`src/rtl/alu_pkg.sv`:
```
// Shared opcode encodings and default datapath width for the execute-stage ALU.
package alu_pkg;

   localparam int ALU_WIDTH = 64;

   typedef enum logic [1:0] {
      ALU_ADD = 2'b00,
      ALU_SUB = 2'b01,
      ALU_AND = 2'b10,
      ALU_XOR = 2'b11
   } alu_op_e;

endpackage : alu_pkg

```
`src/rtl/alu_if.sv`:
```
// Operand/result bus between the execute stage and the ALU.
// Handshake: the master raises en for exactly the cycles whose operands are
// valid; the ALU always accepts (no ready, no backpressure) and raises
// out_valid for the single cycle following each accepted edge.
interface alu_if
   import alu_pkg::*;
#(
   parameter int WIDTH = ALU_WIDTH
);
   logic             en;
   logic [1:0]       operation;
   logic [WIDTH-1:0] a;
   logic [WIDTH-1:0] b;
   logic [WIDTH-1:0] out;
   logic             flag;
   logic             zero;
   logic             sign;
   logic             out_valid;

   modport master (
      output en, operation, a, b,
      input  out, flag, zero, sign, out_valid
   );

   modport slave (
      input  en, operation, a, b,
      output out, flag, zero, sign, out_valid
   );
endinterface : alu_if

```
`src/rtl/alu_addsub.sv`:
```
// Shared adder/subtractor: sub computes a + ~b + 1 on the same adder, carry-out
// dropped, with signed overflow detection.
module alu_addsub #(
   parameter int WIDTH = 64
) (
   input  logic [WIDTH-1:0] a_i,
   input  logic [WIDTH-1:0] b_i,
   input  logic             sub_i,
   output logic [WIDTH-1:0] sum_o,
   output logic             ovf_o
);

   logic [WIDTH-1:0] b_eff;
   logic [WIDTH-1:0] cin_ext;

   // Invert B and inject a carry-in of one for subtraction.
   always_comb begin
      b_eff   = sub_i ? ~b_i : b_i;
      cin_ext = {{(WIDTH-1){1'b0}}, sub_i};
      sum_o   = a_i + b_eff + cin_ext;
      // Overflow when the effective addends share a sign that the sum does not.
      // For sub this is a[msb] != b[msb] && r[msb] != a[msb].
      ovf_o   = (a_i[WIDTH-1] == b_eff[WIDTH-1]) && (sum_o[WIDTH-1] != a_i[WIDTH-1]);
   end

endmodule : alu_addsub

```
`src/rtl/alu_64.sv`:
```
// Y86-64 execute-stage ALU: add/sub/and/xor with one-cycle registered result
// and condition flags (overflow, zero, sign).
module alu_64
   import alu_pkg::*;
#(
   parameter int WIDTH = ALU_WIDTH
) (
   input  logic clk,
   input  logic rst,
   alu_if.slave bus
);

   logic [WIDTH-1:0] sum;
   logic             ovf;
   logic             is_sub;

   logic [WIDTH-1:0] r;
   logic             r_flag;

   logic [WIDTH-1:0] out_d, out_q;
   logic             flag_d, flag_q;
   logic             zero_d, zero_q;
   logic             sign_d, sign_q;
   logic             valid_d, valid_q;

   assign is_sub = (bus.operation == ALU_SUB);

   alu_addsub #(
      .WIDTH (WIDTH)
   ) u_addsub (
      .a_i   (bus.a),
      .b_i   (bus.b),
      .sub_i (is_sub),
      .sum_o (sum),
      .ovf_o (ovf)
   );

   // Result mux; overflow only meaningful for the arithmetic ops.
   always_comb begin
      r      = sum;
      r_flag = 1'b0;
      unique case (bus.operation)
         ALU_ADD, ALU_SUB: begin
            r      = sum;
            r_flag = ovf;
         end
         ALU_AND: r = bus.a & bus.b;
         ALU_XOR: r = bus.a ^ bus.b;
         default: r = sum;
      endcase
   end

   // Next-state: capture on en, otherwise hold result/flags and drop valid.
   always_comb begin
      out_d   = out_q;
      flag_d  = flag_q;
      zero_d  = zero_q;
      sign_d  = sign_q;
      valid_d = 1'b0;
      if (bus.en) begin
         out_d   = r;
         flag_d  = r_flag;
         zero_d  = (r == '0);
         sign_d  = r[WIDTH-1];
         valid_d = 1'b1;
      end
   end

   // Output registers, cleared asynchronously so reset takes effect without a clock.
   always_ff @(posedge clk or posedge rst) begin
      if (rst) begin
         out_q   <= '0;
         flag_q  <= 1'b0;
         zero_q  <= 1'b0;
         sign_q  <= 1'b0;
         valid_q <= 1'b0;
      end else begin
         out_q   <= out_d;
         flag_q  <= flag_d;
         zero_q  <= zero_d;
         sign_q  <= sign_d;
         valid_q <= valid_d;
      end
   end

   assign bus.out       = out_q;
   assign bus.flag      = flag_q;
   assign bus.zero      = zero_q;
   assign bus.sign      = sign_q;
   assign bus.out_valid = valid_q;

endmodule : alu_64

```
`src/flat_wrapper.sv`:
```
// flat-port wrapper written by rule: the top's interface ports become plain ports
module alu_64_flat import alu_pkg::*;
#(
   parameter int WIDTH = ALU_WIDTH
)
  (clk, rst, bus_en, bus_operation, bus_a, bus_b, bus_out, bus_flag, bus_zero, bus_sign, bus_out_valid);
  alu_if #(.WIDTH(WIDTH)) bus_i ();
  input  logic clk;
  input  logic rst;
  input wire logic [$bits(bus_i.en)-1:0] bus_en;
  input wire logic [$bits(bus_i.operation)-1:0] bus_operation;
  input wire logic [$bits(bus_i.a)-1:0] bus_a;
  input wire logic [$bits(bus_i.b)-1:0] bus_b;
  output wire logic [$bits(bus_i.out)-1:0] bus_out;
  output wire logic [$bits(bus_i.flag)-1:0] bus_flag;
  output wire logic [$bits(bus_i.zero)-1:0] bus_zero;
  output wire logic [$bits(bus_i.sign)-1:0] bus_sign;
  output wire logic [$bits(bus_i.out_valid)-1:0] bus_out_valid;
  assign bus_i.en = bus_en;
  assign bus_i.operation = bus_operation;
  assign bus_i.a = bus_a;
  assign bus_i.b = bus_b;
  assign bus_out = bus_i.out;
  assign bus_flag = bus_i.flag;
  assign bus_zero = bus_i.zero;
  assign bus_sign = bus_i.sign;
  assign bus_out_valid = bus_i.out_valid;
  alu_64 #(.WIDTH(WIDTH)) u_core (.clk(clk), .rst(rst), .bus(bus_i));
endmodule
```
`config.mk`:
```
export PLATFORM = sky130hd
export DESIGN_NAME = alu_64_flat
export DESIGN_NICKNAME = d
export VERILOG_FILES = /design/src/rtl/alu_pkg.sv /design/src/rtl/alu_if.sv /design/src/rtl/alu_addsub.sv /design/src/rtl/alu_64.sv /design/src/flat_wrapper.sv
export SDC_FILE = /design/constraint.sdc
export NUM_CORES = 1
export LEC_CHECK = 0
export ABC_AREA = 1
export CAP_MARGIN = 5
export CORE_MARGIN = 2
export CORE_UTILIZATION = 45
export DETAILED_ROUTE_END_ITERATION = 6
export GPL_ROUTABILITY_DRIVEN = 0
export PLACE_DENSITY = 0.74
export SETUP_SLACK_MARGIN = 0.2
export SLEW_MARGIN = 30
export SYNTH_ARGS = -nofsm -noshare
export SYNTH_HDL_FRONTEND = slang
export SYNTH_HIERARCHICAL = 1
export SYNTH_SLANG_ARGS = --single-unit
```
`constraint.sdc`:
```
create_clock -name clk -period 5.7 [get_ports clk]
set_input_delay 1.71 -clock clk [delete_from_list [all_inputs] [get_ports clk]]
set_output_delay 1.71 -clock clk [all_outputs]
set_load 0.1 [all_outputs]
```
==> impl_metrics.toml, run 1 <==
[status]
status = "complete, but fails checks"
violations = "design-rule violations"

[clock_tree]
cts_root_buf = "clkbuf_16"
clock_latency_ns = 0.32
cts_max_level = 3
cts.sinks = 67
max-clock-path-buffers = 2
cts-resized-gates = 0
clkTransAtPathRegs_ns = 0.06
cts_tree = "built"
hold_buffers = 0
numCtsBuffers = 9
post_cts_buffers = 0

[synthesis]
ys_warn_count = 6
async_reset_ff_frac = 1.00
avgSynthCellArea_um2 = 5.88
synth_most_common_cell = "nand2_1"
synth.distinct_cells = 38
synthCells = 1824
seq_area_frac_synth = 0.156
synth_ff_type = "dfrtp_1"
synth_commonest_cells = "672 x nand2_1, 220 x nand3_1, 179 x nor2_1"
yosys.area.top_type = "nand2_1"
yosysTopAreaCellShare = 0.235
ys_ff_latch = 67
synth_edf_count = 0
synth_nets = 2084
syn_area_um2 = 10700
synth_area_leaders = "nand2_1 24%, dfrtp_1 16%, ha_1 15%, nand3_1 10%, xor2_1 8.0%"

[worst_setup_path]
endpoint_kind = "flip-flop"
crit_fanout = 34
criticalPathCategory = "in -> reg"
arrival_ns = 5.27
cp.required_ns = 5.97
start_kind = "input port"

[floorplanning]
die_w_um = 158
initial_utilization = 0.458
dieHeight_um = 158
core_area_um2 = 23400
rows = 56
die_area_um2 = 25100
pin_count = 201

[placement]
dp_hpwl_um = 33200
portBuffers = 200
dp_slack_ns = 0.531

[pwr]
peakVddDrop_uv = 194
pwr-share-seq = 0.175
p_per_area_nw_per_um2 = 265
cellLeakagePower_nw = 6.87
p_sw_frac = 0.541
combPwrFrac = 0.658
clkPwrFrac = 0.167
intPower_mw = 1.62
p_sw_mw = 1.90

[final_layout]
n_antenna_cell = 0
num-fill-cells = 2387
syn_to_final_growth_pct = 23.6
utilization = 0.566
nNetsFinal = 2251
layout-drive-gt1-share = 0.0396

[grt]
grt_pass1_wl_um = 62300
grt_pass1_vias = 11700
grt_max_degree = 67
grt_antenna_before_repair = 0
grt_overflow = 0
grtUsageTotal = 0.322

[route]
route.detailed.drc = 1
wl_um = 40800
viasPerCell = 5.58
dr.first_iter.drc_count = 1559
drt_pass1_iterations = 7
ant_nets = 0
wl_per_cell_um = 17.6
dr_total_vias = 12900

[worst_hold_path]
min_path_type = "reg -> reg"

[sta]
final-hold-violation-count = 0
timing.final.crit_share = 0.878
layout_setup_ws_ns = 0.697
finalSetupViolCount = 0
tightest_slew_ns = 0.988
setup_tns_ns = 0
fmax_ghz = 0.200
relSlewSlack = 0.339
layout_min_cycle_time_ns = 5.00
hold_ws_ns = 0.476
finClkSkew_ns = 0
drv_slew = 0
rsz0062_at_grt = "no"

[job]
maxCapViolations = 0
## cell type report
cell class              instances  area (um^2)  area share
repair buffers                210         2090       0.158
well taps                     319          399      0.0301
multi-input cells            1521         8080       0.610
clock inverters                 2         60.1     0.00453
inverters                     182          687      0.0518
flip-flops and latches         67         1680       0.127
clock buffers                  12          256      0.0194
## flip-flops by register name, summed over array words and instances, names as in the netlist
name / cells
u_core/bus.out: 64
u_core/bus.flag: 1
u_core/bus.out_valid: 1
u_core/bus.zero: 1
## cells by family after synthesis
kind of cell,count (synthesis),share of synthesized area
AND/OR/NAND/NOR,1141,0.445
flip-flops,67,0.156
XOR/XNOR,101,0.0825
adder cells (fa/ha/maj),127,0.149
AO/OA/AOI/OAI,152,0.0768
buffers and inverters,236,0.0909
## metrics by stage
stage          cells  total power, mW  instance area [um^2]
2_1_floorplan   1824             2.21                 10700
3_3_place_gp    2299             2.85                 12900
3_5_place_dp    2299             2.87                 12900
4_1_cts         2313             3.47                 13300
5_1_grt         2313             3.71                 13300
6_report        2313             3.52                 13300
## power by group through the flow
stage               Clock (mW)  Sequential [mW]  Combinational, mW
CTS                      0.599            0.617               2.26
detailed placement           0            0.622               2.25
floorplan                    0             1.25              0.959
global route             0.618            0.628               2.46
global placement             0            0.622               2.23
finish                   0.587            0.616               2.32
## critical path: stages
cell and delay (ns):
buf_4 0.13, nor2_4 0.16, buf_12 0.27, xor2_1 0.20
ha_1 0.36, a21oi_1 0.32, nand2_1 0.12, a21oi_1 0.20
nand2_1 0.10, a21oi_1 0.44, nand2_2 0.11, nand2_1 0.09
nand2_1 0.06, nand2_1 0.06, nand3_1 0.19, nor2_1 0.15
nand2_1 0.15, nor2_1 0.13, nand2_1 0.08, nor2_1 0.09
nand2_1 0.06, nand2_1 0.05
## routing by layer
metal,part of all wire,track usage
met5,0,0
met3,0.12,0.0593
met1,0.43,0.459
met2,0.41,0.477
met4,0.042,0.127
## cells in the final DEF, fill, tap and decap left out, types with 10 or more instances in the layout
cell type and count:
a21oi_1 86, nand2_1 672, o21ai_0 38, nand2_2 18
nand3_1 220, xor2_1 98, ha_1 126, nor3_1 13
nor2_2 10, nor2_1 178, dfrtp_1 67, o21bai_1 12
clkdlybuf4s50_1 197, inv_1 171
## final timing paths
kind / start / to / slack, ns / depth (start not counted)
setup / recovery: bus_operation[1] / u_core/bus.zero$_DFFE_PP0P_ / 0.70 / 22
hold / removal: u_core/bus.out[0]$_DFFE_PP0P_ / u_core/bus.out[0]$_DFFE_PP0P_ / 0.48 / 2
setup reg to reg: u_core/bus.out[18]$_DFFE_PP0P_ / u_core/bus.out[18]$_DFFE_PP0P_ / 5.01 / 1
hold reg to reg: u_core/bus.out[0]$_DFFE_PP0P_ / u_core/bus.out[0]$_DFFE_PP0P_ / 0.48 / 2
max in group asynchronous: rst / u_core/bus.out[19]$_DFFE_PP0P_ / 3.09 / 3
min in group asynchronous: rst / u_core/bus.out[61]$_DFFE_PP0P_ / 1.83 / 2
Power figures use the tool's default switching activity.
==> inputs of run 2 (changes only) <==
--- a/config.mk
+++ b/config.mk
@@ -5,13 +5,12 @@
 export SDC_FILE = /design/constraint.sdc
 export NUM_CORES = 1
 export LEC_CHECK = 0
-export ABC_AREA = 1
 export CAP_MARGIN = 5
 export CORE_MARGIN = 2
 export CORE_UTILIZATION = 45
 export DETAILED_ROUTE_END_ITERATION = 6
 export GPL_ROUTABILITY_DRIVEN = 0
-export PLACE_DENSITY = 0.74
+export PLACE_DENSITY = 0.72
 export SETUP_SLACK_MARGIN = 0.2
 export SLEW_MARGIN = 30
 export SYNTH_ARGS = -nofsm -noshare
==> impl_metrics.toml, run 2 <==
[status]
status = "complete, but fails checks"
violations = "design-rule violations"

[worst_setup_path]
criticalPathCategory = "in -> reg"
start_kind = "input port"
arrival_ns = 5.84
endpoint_kind = "flip-flop"
crit_fanout = 4
cp.required_ns = 6.00

[clock_tree]
cts_tree = "built"
cts_root_buf = "clkbuf_16"
numCtsBuffers = 9
hold_buffers = 0
max-clock-path-buffers = 2
cts_max_level = 3
clock_latency_ns = 0.36
cts.sinks = 67
clkTransAtPathRegs_ns = 0.07

[synthesis]
synthMuxAreaShare = 0.149
synth.distinct_cells = 67
synth_edf_count = 0
syn_area_um2 = 9280
ys_ff_latch = 67
synth_nets = 1366
synthCells = 1106
yosys.area_share.adder = 0.172
avgSynthCellArea_um2 = 8.39
synth_compound_area_frac = 0.202
ys_warn_count = 6
synth_top_family_by_area = "compound AO/OA/AOI/OAI gates"
yosysTopAreaCellShare = 0.181
synth_most_common_cell = "a21oi_1"
async_reset_ff_frac = 1.00
synth_commonest_cells = "144 x a21oi_1, 126 x ha_1, 111 x nor2_1"
synth_ff_type = "dfrtp_1"
synth_xor_area_frac = 0.116
synth_area_leaders = "dfrtp_1 18%, ha_1 17%, xor2_1 8.1%, a21oi_1 7.8%, mux2_2 7.8%"
synthSimpleGateAreaFrac = 0.140
seq_area_frac_synth = 0.181
yosys.area.top_type = "dfrtp_1"

[final_layout]
syn_to_final_growth_pct = 52.7
final_cells = 1802
nNetsFinal = 1787
n_antenna_cell = 0
final_cell_mix = "255 x buf_4, 190 x clkdlybuf4s50_1, 131 x a21oi_1"
layout-drive-gt1-share = 0.283
final_common_cell = "buf_4"
num-fill-cells = 1554
largest_reg_flops = 64

[sta]
tightest_slew_ns = 1.03
relSlewSlack = 0.313
rsz0062_at_grt = "yes"
layout_min_cycle_time_ns = 5.54
finClkSkew_ns = 0
timing.final.crit_share = 0.971
layout_setup_ws_ns = 0.164
fmax_ghz = 0.181
setup_tns_ns = 0
drv_slew = 0
finalSetupViolCount = 0
final-hold-violation-count = 0

[placement]
placedCellCount = 1768
dp_slack_ns = -0.480
dp_hpwl_um = 25800
portBuffers = 200

[worst_hold_path]
min_path_type = "reg -> reg"

[route]
dr_total_vias = 10400
ant_nets = 0
route.detailed.drc = 3
drt_pass1_iterations = 7
dr.first_iter.drc_count = 781
wl_per_cell_um = 18.7
viasPerCell = 5.79
wl_um = 33600

[pwr]
peakVddDrop_uv = 250
p_sw_mw = 2.12
p_per_area_nw_per_um2 = 291
pwr-share-seq = 0.157
clkPwrFrac = 0.148
total_power_mw = 4.12
p_sw_frac = 0.514
cellLeakagePower_nw = 6.56
combPwrFrac = 0.695
intPower_mw = 2.00

[grt]
grt_antenna_before_repair = 0
grt_max_degree = 92
grt_overflow = 0
grt_pass1_vias = 10200
grtUsageTotal = 0.293
grt_pass1_wl_um = 51900

[floorplanning]
pin_count = 201
dieHeight_um = 148
rows = 52
core_area_um2 = 20200
initial_utilization = 0.459
die_area_um2 = 21800
die_w_um = 148

[job]
maxCapViolations = 0
[run 2: per-layer routing]
metal	wire length, um	part of all wire	global-route usage	vias up
li1	-	-	-	4923
met1	14200	0.42	0.381	4971
met2	15900	0.47	0.503	440
met3	2370	0.070	0.0358	107
met4	1180	0.035	0.0995	0
met5	0	0	0	-
[run 2: metrics by stage]
| step | util | area [um^2] | hold WS (ns) |
|---|---|---|---|
| 2_1_floorplan | - | 9330 | 1.13 |
| 3_3_place_gp | 0.654 | 13200 | 0.488 |
| 3_5_place_dp | 0.653 | 13200 | 0.494 |
| 4_1_cts | 0.674 | 13600 | 0.510 |
| 5_1_grt | 0.700 | 14200 | 0.516 |
| 6_report | 0.700 | 14200 | 0.507 |
[run 2: power by group through the flow]
stage	logic [mW]	clock network [mW]	registers, mW
floorplan	0.942	0	1.46
global placement	2.67	0	0.650
detailed placement	2.69	0	0.653
CTS	2.73	0.620	0.646
global route	3.01	0.642	0.660
finish	2.86	0.611	0.646
[run 2: critical path, cell delays in order]
cell and delay (ns):
clkdlybuf4s50_1 0.54, xor2_1 0.19, ha_1 0.28, and3_4 0.20
a221oi_2 0.35, nand2_2 0.14, a41oi_2 0.24, o31a_1 0.25
o31a_1 0.31, nand2b_4 0.11, buf_6 0.13, xor2_2 0.15
nor2_1 0.13, a21oi_2 0.08, or4_4 0.62, nor4_4 0.25
a22o_1 0.15
[run 2: repair_timing]
item                                    4_1_cts  5_1_grt
endpoints found under the hold margin         0        0
pin swaps                                    13       42
gates resized for setup                      14       89
buffers inserted                              6       12
endpoints found under the setup margin        1        2
[run 2: path summary, 6_finish.rpt]
path,startpoint,end,slack [ns],cells past startpoint
worst max-delay path,bus_b[4],u_core/bus.zero$_DFFE_PP0P_,0.16,17
worst min-delay path,u_core/bus.out[42]$_DFFE_PP0P_,u_core/bus.out[42]$_DFFE_PP0P_,0.51,1
worst max register to register,u_core/bus.out[45]$_DFFE_PP0P_,u_core/bus.out[45]$_DFFE_PP0P_,4.89,1
worst min register to register,u_core/bus.out[42]$_DFFE_PP0P_,u_core/bus.out[42]$_DFFE_PP0P_,0.51,1
max in group asynchronous,rst,u_core/bus.out[33]$_DFFE_PP0P_,2.99,3
min in group asynchronous,rst,u_core/bus.out[2]$_DFFE_PP0P_,1.65,2
[run 2: cells by family (layout without fill, tap and decap cells)]
family                     after synthesis  after routing
AOI/OAI and AO/OA                      302            302
xor gates and xnor gates               123            123
DFF                                     67             67
buffers and inverters                   84            510
muxes                                  130            130
adders and majority gates              127            127
and+or+nand+nor                        273            273
[run 2: layout make-up]
class                           count  area (um^2)  area share
Timing Repair Buffer              466         4060       0.287
Tap cell                          270          338      0.0238
Inverter                           28          105     0.00742
Sequential cell                    67         1680       0.118
Clock inverter                      7         83.8     0.00592
Clock buffer                        9          225      0.0159
Multi-Input combinational cell    955         7680       0.542
==> inputs of run 3 (changes only) <==
--- a/config.mk
+++ b/config.mk
@@ -10,7 +10,7 @@
 export CORE_UTILIZATION = 45
 export DETAILED_ROUTE_END_ITERATION = 6
 export GPL_ROUTABILITY_DRIVEN = 0
-export PLACE_DENSITY = 0.72
+export PLACE_DENSITY = 0.7
 export SETUP_SLACK_MARGIN = 0.2
 export SLEW_MARGIN = 30
 export SYNTH_ARGS = -nofsm -noshare
==> impl_metrics.toml, run 3 (synthesized netlist as in run 2, its figures left out) <==
[worst_hold_path]
min_path_type = "reg -> reg"

[clock_tree]
max-clock-path-buffers = 2
hold_buffers = 0
clkTransAtPathRegs_ns = 0.07
cts_tree = "built"
cts_root_buf = "clkbuf_16"
clock_latency_ns = 0.36
numCtsBuffers = 9
cts_max_level = 3
cts.sinks = 67

[grt]
grt_overflow = 0
grtUsageTotal = 0.300
grt_pass1_wl_um = 52600
grt_pass1_vias = 10300
grt_max_degree = 96
grt_antenna_before_repair = 4

[route]
route.detailed.drc = 0
ant_nets = 0
drt_pass1_iterations = 7
dr.first_iter.drc_count = 843
dr_total_vias = 10200
wl_per_cell_um = 18.5
wl_um = 33300
viasPerCell = 5.68

[worst_setup_path]
crit_slowest_cell = "or4_1"
criticalPathCategory = "in -> reg"
worstSetupEndpoint = "u_core/bus.zero$_DFFE_PP0P_"
rr_worst_depth = 1
cp.required_ns = 6.00
start_kind = "input port"
crit_fanout = 7
timing.rr.start = "u_core/bus.out[24]$_DFFE_PP0P_"
arrival_ns = 5.79
endpoint_kind = "flip-flop"
r2r_end = "u_core/bus.out[24]$_DFFE_PP0P_"
reg2reg_slack_ns = 4.88
cpPeakStageDelay_ns = 0.52
critPathLaunch = "bus_operation[0]"
cp_cell_sequence = "buf_6, nor2b_4, buf_12, buf_12, xor2_1, ha_1, a21o_1, a221o_1, buf_4, o22a_2, a41oi_2, o31a_1, o31a_1, nand2b_4, buf_6, xor2_1, nor2_1, a21oi_1, or4_1, nor4_2, a22o_1"

[floorplanning]
pin_count = 201
initial_utilization = 0.459
core_area_um2 = 20200
rows = 52
dieHeight_um = 148
die_w_um = 148
die_area_um2 = 21800

[pwr]
peakVddDrop_uv = 273
cellLeakagePower_nw = 6.53
p_per_area_nw_per_um2 = 292

[final_layout]
layout-drive-gt1-share = 0.273
final_cell_mix = "257 x buf_4, 192 x clkdlybuf4s50_1, 129 x a21oi_1"
syn_to_final_growth_pct = 51.5
regArea_um2 = 1680
nNetsFinal = 1787
largest_reg_flops = 64
final_common_cell = "buf_4"
utilization = 0.695
num-fill-cells = 1547
multi_input_comb_area_um2 = 7550

[sta]
drv_slew = 0
timing.final.crit_share = 0.962
relSlewSlack = 0.310
final-hold-violation-count = 0
fmax_ghz = 0.182
layout_min_cycle_time_ns = 5.48
tightest_slew_ns = 1.03
finalSetupViolCount = 0
hold_ws_ns = 0.507
layout_setup_ws_ns = 0.215
rsz0062_at_grt = "yes"
finClkSkew_ns = 0
setup_tns_ns = 0

[status]
status = "finished, final reports clean"

[placement]
dp_hpwl_um = 26000
portBuffers = 200
dp_slack_ns = -0.578

[job]
maxCapViolations = 0
==> run 3: changes by cell type in the layout (fill, tap and decap cells not counted), sizes merged <==
cell           delta
diode             +2
buf               -1
clkdlybuf4s50     +2
bufbuf            +1
dlymetal6s2s      -2
==> run 3: cell type report <==
type,instances,share of cell area
clock inverters,7,0.00596
inverters,28,0.00747
repair buffers,466,0.290
clock buffers,9,0.0160
well taps,270,0.0240
diodes,2,0.000356
multi-input cells,955,0.537
flip-flops and latches,67,0.119
==> run 3: timing repair <==
item,in CTS,in global routing
cloned,1,0
pin swaps,44,14
setup endpoints to repair,3,3
buffers inserted,22,2
gates resized for setup,57,18
==> run 3: power by group <==
part	leakage (nW)	switching, mW	total (mW)	internal [mW]
logic	5.60	1.78	2.84	1.06
clock network	0.149	0.273	0.621	0.348
registers	0.783	0.0637	0.650	0.586
==> run 3: how the worst min path moves through the flow <==
stage,start,endpoint,cells past startpoint
3_3_place_gp,u_core/bus.out[43]$_DFFE_PP0P_,u_core/bus.out[43]$_DFFE_PP0P_,1
4_1_cts,u_core/bus.out[10]$_DFFE_PP0P_,u_core/bus.out[10]$_DFFE_PP0P_,1
5_1_grt,u_core/bus.out[26]$_DFFE_PP0P_,u_core/bus.out[26]$_DFFE_PP0P_,1
3_5_place_dp,u_core/bus.out[19]$_DFFE_PP0P_,u_core/bus.out[19]$_DFFE_PP0P_,1
2_1_floorplan,u_core/bus.flag$_DFFE_PP0P_,u_core/bus.flag$_DFFE_PP0P_,1
6_report,u_core/bus.out[10]$_DFFE_PP0P_,u_core/bus.out[10]$_DFFE_PP0P_,1
==> run 3: routing by layer <==
layer / GRT usage / share of wire / up-vias / wire [um]
met1: 0.390 / 0.43 / 4784 / 14300
met2: 0.495 / 0.46 / 452 / 15400
met4: 0.120 / 0.035 / 2 / 1160
met3: 0.0515 / 0.074 / 94 / 2470
li1: - / - / 4912 / -
met5: 0 / 0.00039 / - / 13
==> run 3: worst max-delay path, delay by kind of cell <==
family                     cells  cell delay (ns)
AOI/OAI and AO/OA              8             1.73
xor gates and xnor gates       2             0.29
adders and majority gates      1             0.33
and+or+nand+nor                5             1.08
buffers and inverters          5             0.63
==> run 3: through the flow <==
step           area [um^2]  total power [mW]  cells
6_report             14100              4.11   1804
5_1_grt              14100              4.30   1804
4_1_cts              13900              4.06   1799
3_5_place_dp         13200              3.34   1760
3_3_place_gp         13200              3.32   1760
2_1_floorplan         9330              2.40   1106
